**src/rtl/stream_gen_if.sv**
```systemverilog
// AXI-Stream style output bundle of stream_gen: data, valid, last and the downstream ready.
interface stream_gen_if #(
    parameter int nb = 40
);
    logic [nb-1:0] out_tdata;
    logic          out_tvalid;
    logic          out_tlast;
    logic          out_tready;

    modport master (output out_tdata, output out_tvalid, output out_tlast, input out_tready);
    modport slave  (input out_tdata, input out_tvalid, input out_tlast, output out_tready);
endinterface

```
**src/rtl/stream_gen.sv**
```systemverilog
// Packetised counting-stream generator: num_pkts packets of pkt_len beats carrying a running word count.
// Optional macro STREAM_GEN_GAP_EN inserts LFSR-driven one-cycle valid gaps between beats.
module stream_gen #(
    parameter int n  = 5,
    parameter int nb = n * 8
) (
    input  logic          aclk,
    input  logic          aresetn,
    input  logic          start,
    input  logic [15:0]   pkt_len,
    input  logic [15:0]   num_pkts,
    output logic          busy,
    output logic          done,
    stream_gen_if.master  out
);
    typedef logic [nb-1:0] data_t;

`ifdef STREAM_GEN_GAP_EN
    typedef enum logic [1:0] {IDLE = 2'd0, SEND = 2'd1, GAP = 2'd2, FIN = 2'd3} state_t;
`else
    typedef enum logic [1:0] {IDLE = 2'd0, SEND = 2'd1, FIN = 2'd3} state_t;
`endif

    state_t      r_state;
    state_t      w_next;
    logic [15:0] r_len;
    logic [15:0] r_num;
    logic [15:0] r_beat;
    logic [15:0] r_pkt;
    logic [31:0] r_word;
    logic        w_has_pkts;
    logic        w_last;
    logic        w_xfer;
    logic        w_end;
    logic        w_accept;

    // An empty run still spends one busy cycle in SEND, with valid held low, before FIN.
    assign w_has_pkts     = (r_num != 16'd0);
    assign w_accept       = (r_state == IDLE) && start;
    assign w_last         = (r_beat == r_len - 16'd1);
    assign out.out_tvalid = (r_state == SEND) && w_has_pkts;
    assign out.out_tlast  = out.out_tvalid && w_last;
    assign out.out_tdata  = data_t'(r_word);
    assign w_xfer         = out.out_tvalid && out.out_tready;
    assign w_end          = w_xfer && w_last && (r_pkt == r_num - 16'd1);
    assign busy           = (r_state != IDLE) && (r_state != FIN);
    assign done           = (r_state == FIN);

`ifdef STREAM_GEN_GAP_EN
    logic [15:0] r_lfsr;
    logic        w_fb;

    assign w_fb = r_lfsr[15] ^ r_lfsr[13] ^ r_lfsr[12] ^ r_lfsr[10];

    always_ff @(posedge aclk or negedge aresetn) begin
        if (!aresetn) begin
            r_lfsr <= 16'hACE1;
        end else if (w_accept) begin
            r_lfsr <= 16'hACE1;
        end else if (busy) begin
            r_lfsr <= {r_lfsr[14:0], w_fb};
        end
    end
`endif

    always_ff @(posedge aclk or negedge aresetn) begin
        if (!aresetn) begin
            r_state <= IDLE;
        end else begin
            r_state <= w_next;
        end
    end

    // Gaps are only taken after a completed transfer, so valid is never withdrawn while stalled.
    always_comb begin
        w_next = r_state;
        case (r_state)
            IDLE: begin
                if (start) w_next = SEND;
            end
            SEND: begin
                if (!w_has_pkts || w_end) w_next = FIN;
`ifdef STREAM_GEN_GAP_EN
                else if (w_xfer && r_lfsr[0]) w_next = GAP;
            end
            GAP: begin
                w_next = SEND;
`endif
            end
            FIN:     w_next = IDLE;
            default: w_next = IDLE;
        endcase
    end

    always_ff @(posedge aclk or negedge aresetn) begin
        if (!aresetn) begin
            r_len  <= 16'd0;
            r_num  <= 16'd0;
            r_beat <= 16'd0;
            r_pkt  <= 16'd0;
            r_word <= 32'd0;
        end else if (w_accept) begin
            r_len  <= (pkt_len == 16'd0) ? 16'd1 : pkt_len;
            r_num  <= num_pkts;
            r_beat <= 16'd0;
            r_pkt  <= 16'd0;
            r_word <= 32'd0;
        end else if (w_xfer) begin
            r_word <= r_word + 32'd1;
            if (w_last) begin
                r_beat <= 16'd0;
                r_pkt  <= r_pkt + 16'd1;
            end else begin
                r_beat <= r_beat + 16'd1;
            end
        end
    end
endmodule

```
**src/flat_wrapper.sv**
```systemverilog
// flat-port wrapper written by rule: the top's interface ports become plain ports
module stream_gen_flat 
#(
    parameter int n  = 5,
    parameter int nb = n * 8
)
  (aclk, aresetn, start, pkt_len, num_pkts, busy, done, out_out_tdata, out_out_tvalid, out_out_tlast, out_out_tready);
  stream_gen_if #(.nb(nb)) out_i ();
  input  logic aclk;
  input  logic aresetn;
  input  logic start;
  input  logic [15:0] pkt_len;
  input  logic [15:0] num_pkts;
  output logic busy;
  output logic done;
  output wire logic [$bits(out_i.out_tdata)-1:0] out_out_tdata;
  output wire logic [$bits(out_i.out_tvalid)-1:0] out_out_tvalid;
  output wire logic [$bits(out_i.out_tlast)-1:0] out_out_tlast;
  input wire logic [$bits(out_i.out_tready)-1:0] out_out_tready;
  assign out_out_tdata = out_i.out_tdata;
  assign out_out_tvalid = out_i.out_tvalid;
  assign out_out_tlast = out_i.out_tlast;
  assign out_i.out_tready = out_out_tready;
  stream_gen #(.n(n), .nb(nb)) u_core (.aclk(aclk), .aresetn(aresetn), .start(start), .pkt_len(pkt_len), .num_pkts(num_pkts), .busy(busy), .done(done), .out(out_i));
endmodule
```
**config.mk**
```make
export PLATFORM = sky130hd
export DESIGN_NAME = stream_gen_flat
export DESIGN_NICKNAME = d
export VERILOG_FILES = /design/src/rtl/stream_gen_if.sv /design/src/rtl/stream_gen.sv /design/src/flat_wrapper.sv
export SDC_FILE = /design/constraint.sdc
export NUM_CORES = 1
export LEC_CHECK = 0
export ABC_AREA = 1
export BUFFER_PORTS_ARGS = -buffer_cell sky130_fd_sc_hd__buf_4
export CAP_MARGIN = 20
export CORE_ASPECT_RATIO = 0.5
export CORE_MARGIN = 4
export CORE_UTILIZATION = 54
export DETAILED_ROUTE_END_ITERATION = 16
export GPL_TIMING_DRIVEN = 0
export PLACE_DENSITY = 0.75
export SYNTH_ARGS = -nofsm -noshare
export SYNTH_HDL_FRONTEND = slang
export SYNTH_SLANG_ARGS = --single-unit
```
**constraint.sdc**
```tcl
create_clock -name aclk -period 1.9 [get_ports aclk]
set_input_delay 0.19 -clock aclk [delete_from_list [all_inputs] [get_ports aclk]]
set_output_delay 0.19 -clock aclk [all_outputs]
set_load 0.01 [all_outputs]
```
==> summary.log <==
[synth] Synth top area share 37.0%
[routing] number of vias after detailed routing 6,950
[setup_path] end point of the critical path out_out_tlast
[sta] post-route setup TNS -12.94 ns
[synth] cell type with the highest aggregate area in the netlist dfrtp_1
[setup_path] count of buffering cells on the critical path with inverters included 2
[synth] most frequent cells after synthesis nand2_1, nor2_1, dfrtp_1
[routing] DRC viols 0
[clocking] root buffer cell clkbuf_16
[setup_path] data required time of the critical path 1.71 ns
[sta] part of the cycle the worst path needs 121%
[setup_path] Worst Reg-to-Reg Cells 16
[placement] final RePlAce weighted congestion 0.940
[clocking] later-pin clock latency in the skew report 0.35 ns
[setup_path] launching element of the worst setup path u_core.r_len[1]
[cells_and_area] share of cells above drive strength 1 29.6%
[setup_path] type of the worst setup path reg2out
[grt] total congestion overflow after global routing 0
[grt] initial antenna violation count 0
[clocking] number of sinks driven by the clock tree 98
[setup_path] largest delay contributor family on the critical path simple AND/OR/NAND/NOR gates
[sta] pin slew with the least headroom to its limit 0.737 ns
[job] maxcap violations 0
[grt] number of global-route vias before repair 6,392
[floorplan] die boundary width 165 um
[grt] wire length of the first global-routing pass 31,400 um
[setup_path] Critical-path top delay cell dfrtp_1
[sta] Final Worst Setup Slack -0.400 ns
[clocking] H-Tree Depth 3
[sta] count of final max-slew check failures 0
[synth] cell area after technology mapping 0.00664 mm2
[sta] time the final worst path needs with I/O delays and setup 2.30 ns
[floorplan] height of the die 86.4 um
[grt] largest net degree at the start of global routing 54
[pwr] clock network fraction of total power 16.6%
[min_path] Hold Crit Class in2reg
[sta] achievable frequency 435 MHz
[setup_path] CP Launch Type flip-flop
[placement] dpl cell area 0.00744 mm2
[synth] share of synthesized area occupied by flip-flops and latches 37.0%
[pwr] Seq pwr share 30.2%
[synth] top-count cell post-synth nand2_1
[placement] IO buf count 71
[routing] number of search-and-repair iterations in the first detailed-routing pass 5
[setup_path] register-to-register setup slack -0.37 ns
[routing] vias per cell 5.49
[floorplan] core region area 0.0119 mm2
[pwr] Lkg Pwr 4.24 nW
[clocking] clock tree from TritonCTS built
[setup_path] delay of the slowest critical-path stage 0.41 ns
[cells_and_area] final net count 1,139
[pwr] fraction of power spent switching nets 45.0%
[sta] Slew HR 50.8%
[sta] Setup violations, final 59
[pwr] switching pwr 5.58 mW
[grt] global-route total usage across every layer 27.7%
[synth] share of async-settable or async-resettable flops after synthesis 100%
[routing] DRT antenna net count 0
[routing] post-detailed-route wirelength per cell 16.3 um
[setup_path] cell-by-cell listing of the critical path inv_2 > ha_4 > xnor2_1 > nor2_1 > nand3_1 > nor2_1 > nand2_1 > nor2_2 > nand4_4 > nor2_2 > buf_4
[floorplan] Top-Level Pins 80
[cells_and_area] final design area excluding fillers 0.00902 mm2
[pwr] Internal Pwr Total 6.84 mW
[pwr] maximum vdd drop 0.786 mV
[outcome] violated checks negative setup slack
[pwr] power per cell area 1380 mW/mm2
[clocking] clock-pin slew on the worst setup and hold paths 0.07 ns
[sta] Setup Skew 0.0120 ns
[synth] Most used DFF post-synth dfrtp_1
[synth] number of distinct standard cells referenced by the synthesized netlist 45
[floorplan] starting utilization of the core area 55.7%
[floorplan] Die ar. 0.0142 mm2
[synth] leading cell types by total area after synthesis dfrtp_1, nand2_1, nor2_1
[setup_path] arrival time of data at the critical path endpoint 2.11 ns
[cells_and_area] signed area change from the synthesized netlist to the final layout 36.0%
[floorplan] # rows 28
[setup_path] Reg2Reg Launch Point u_core.r_len[1]
[setup_path] crit path capture type output pin
[placement] half-perimeter wire length of the detailed placement result 13,800 um
[synth] Yosys warning total 0
[routing] drt total wl 20,600 um
[pwr] portion of total power attributed to combinational logic 53.2%
[sta] RSZ-0062 raised after global routing true
[setup_path] CP max FO 3
[synth] number of synthesized flops with an enable pin 0
[clocking] maximum clock insertion buffer count 2
[sta] count of endpoints failing hold in the final timing report 0
[clocking] total clock buffers created by CTS 9
[routing] drt initial violations 716
[synth] Syn Area/Cell 7.04 um2
[synth] synthesized instance count 943
[setup_path] total stage count of the critical path 11
[outcome] status finished with violations
[synth] #FFs+latches synth 98
[setup_path] capture instance of the worst register-to-register path u_core.r_pkt[0]
[layout make-up]
type | count | area [um2]
inverters | 93 | 380
repair inverters | 1 | 11.3
clock buffers | 10 | 239
diodes | 1 | 2.50
flip-flops and latches | 98 | 2460
multi-input cells | 729 | 4220
clock inverters | 6 | 88.8
plain buffers | 29 | 243
fillers | 871 | 2890
well taps | 165 | 206
repair buffers | 134 | 1170
[power by group through the flow]
stage          Sequential [mW]  Combinational [mW]  Clock [mW]
2_1_floorplan             3.43                3.52           0
3_3_place_gp              3.63                4.60           0
3_5_place_dp              3.64                4.74           0
4_1_cts                   3.64                5.92        2.07
5_1_grt                   3.82                7.26        2.15
6_report                  3.75                6.61        2.06
[worst min path at each step]
stage                       from           endpoint  slack [ns]  cells past startpoint
floorplan                aresetn   u_core.r_beat[0]       -0.11                      0
global placement     num_pkts[9]    u_core.r_num[9]        0.38                      3
detailed placement       aresetn  u_core.r_beat[10]        0.29                      1
CTS                 num_pkts[10]   u_core.r_num[10]        0.02                      3
global route        num_pkts[14]   u_core.r_num[14]        0.04                      3
finish              num_pkts[15]   u_core.r_num[15]        0.03                      3
[state kept, by name, summed over array words and instances, names as in the netlist]
name	cells
u_core.r_len	16
u_core.r_word	32
u_core.r_beat	16
u_core.r_state	2
u_core.r_num	16
u_core.r_pkt	16
[cells by family after synthesis]
family,after synthesis,share of synthesized area (%)
simple gates,582,38.3
buf+inv,123,8.41
flops,98,37.0
compound gates,76,7.48
xor+xnor,55,7.26
fa+ha+maj,8,1.51
other cells,1,0.0565
[through the flow]
step	setup WS, ns	hold slack [ns]	util, %	total power, mW	std cells
finish	-0.400	0.0309	75.8	12.4	1266
global route	-0.504	0.0409	75.7	13.2	1265
CTS	-0.365	0.0236	70.9	11.6	1242
detailed placement	-0.463	0.290	62.5	8.38	1187
global placement	-0.419	0.385	62.2	8.23	1186
floorplan	0.00894	-0.106	-	6.94	950
[repair_timing]
action                     in CTS  in global routing
setup endpoints to repair      96                 97
gates cloned                    5                  2
hold buffers                    1                  0
hold endpoints to repair       52                  0
pin swaps                      16                 29
resized for setup              91                102
setup buffers                  33                 26
[routing by layer]
| layer | global-route usage (%) | wire length [um] |
|---|---|---|
| met1 | 36.6 | 8870 |
| met2 | 48.4 | 10200 |
| met3 | 4.37 | 1150 |
| met4 | 6.19 | 308 |
| met5 | 0 | 0 |
[worst min-delay path: cells and delay by family]
family	cells	cell delay [ns]
buf+inv	1	0.08
simple gates	2	0.08
[cells in the final DEF (no fill, tap or decap), types with 13 or more instances in the layout]
master	instances
nand4_1	21
dfrtp_1	89
nand3_1	34
nor2_4	16
buf_6	19
xor2_1	32
nand2_1	294
inv_1	74
nand3b_1	14
nor2_2	19
inv_2	13
nor3_1	21
buf_4	117
xnor2_1	23
o21ai_2	14
nor2_1	98
o21ai_0	23
Note: power is estimated with default switching activity, not from simulation.
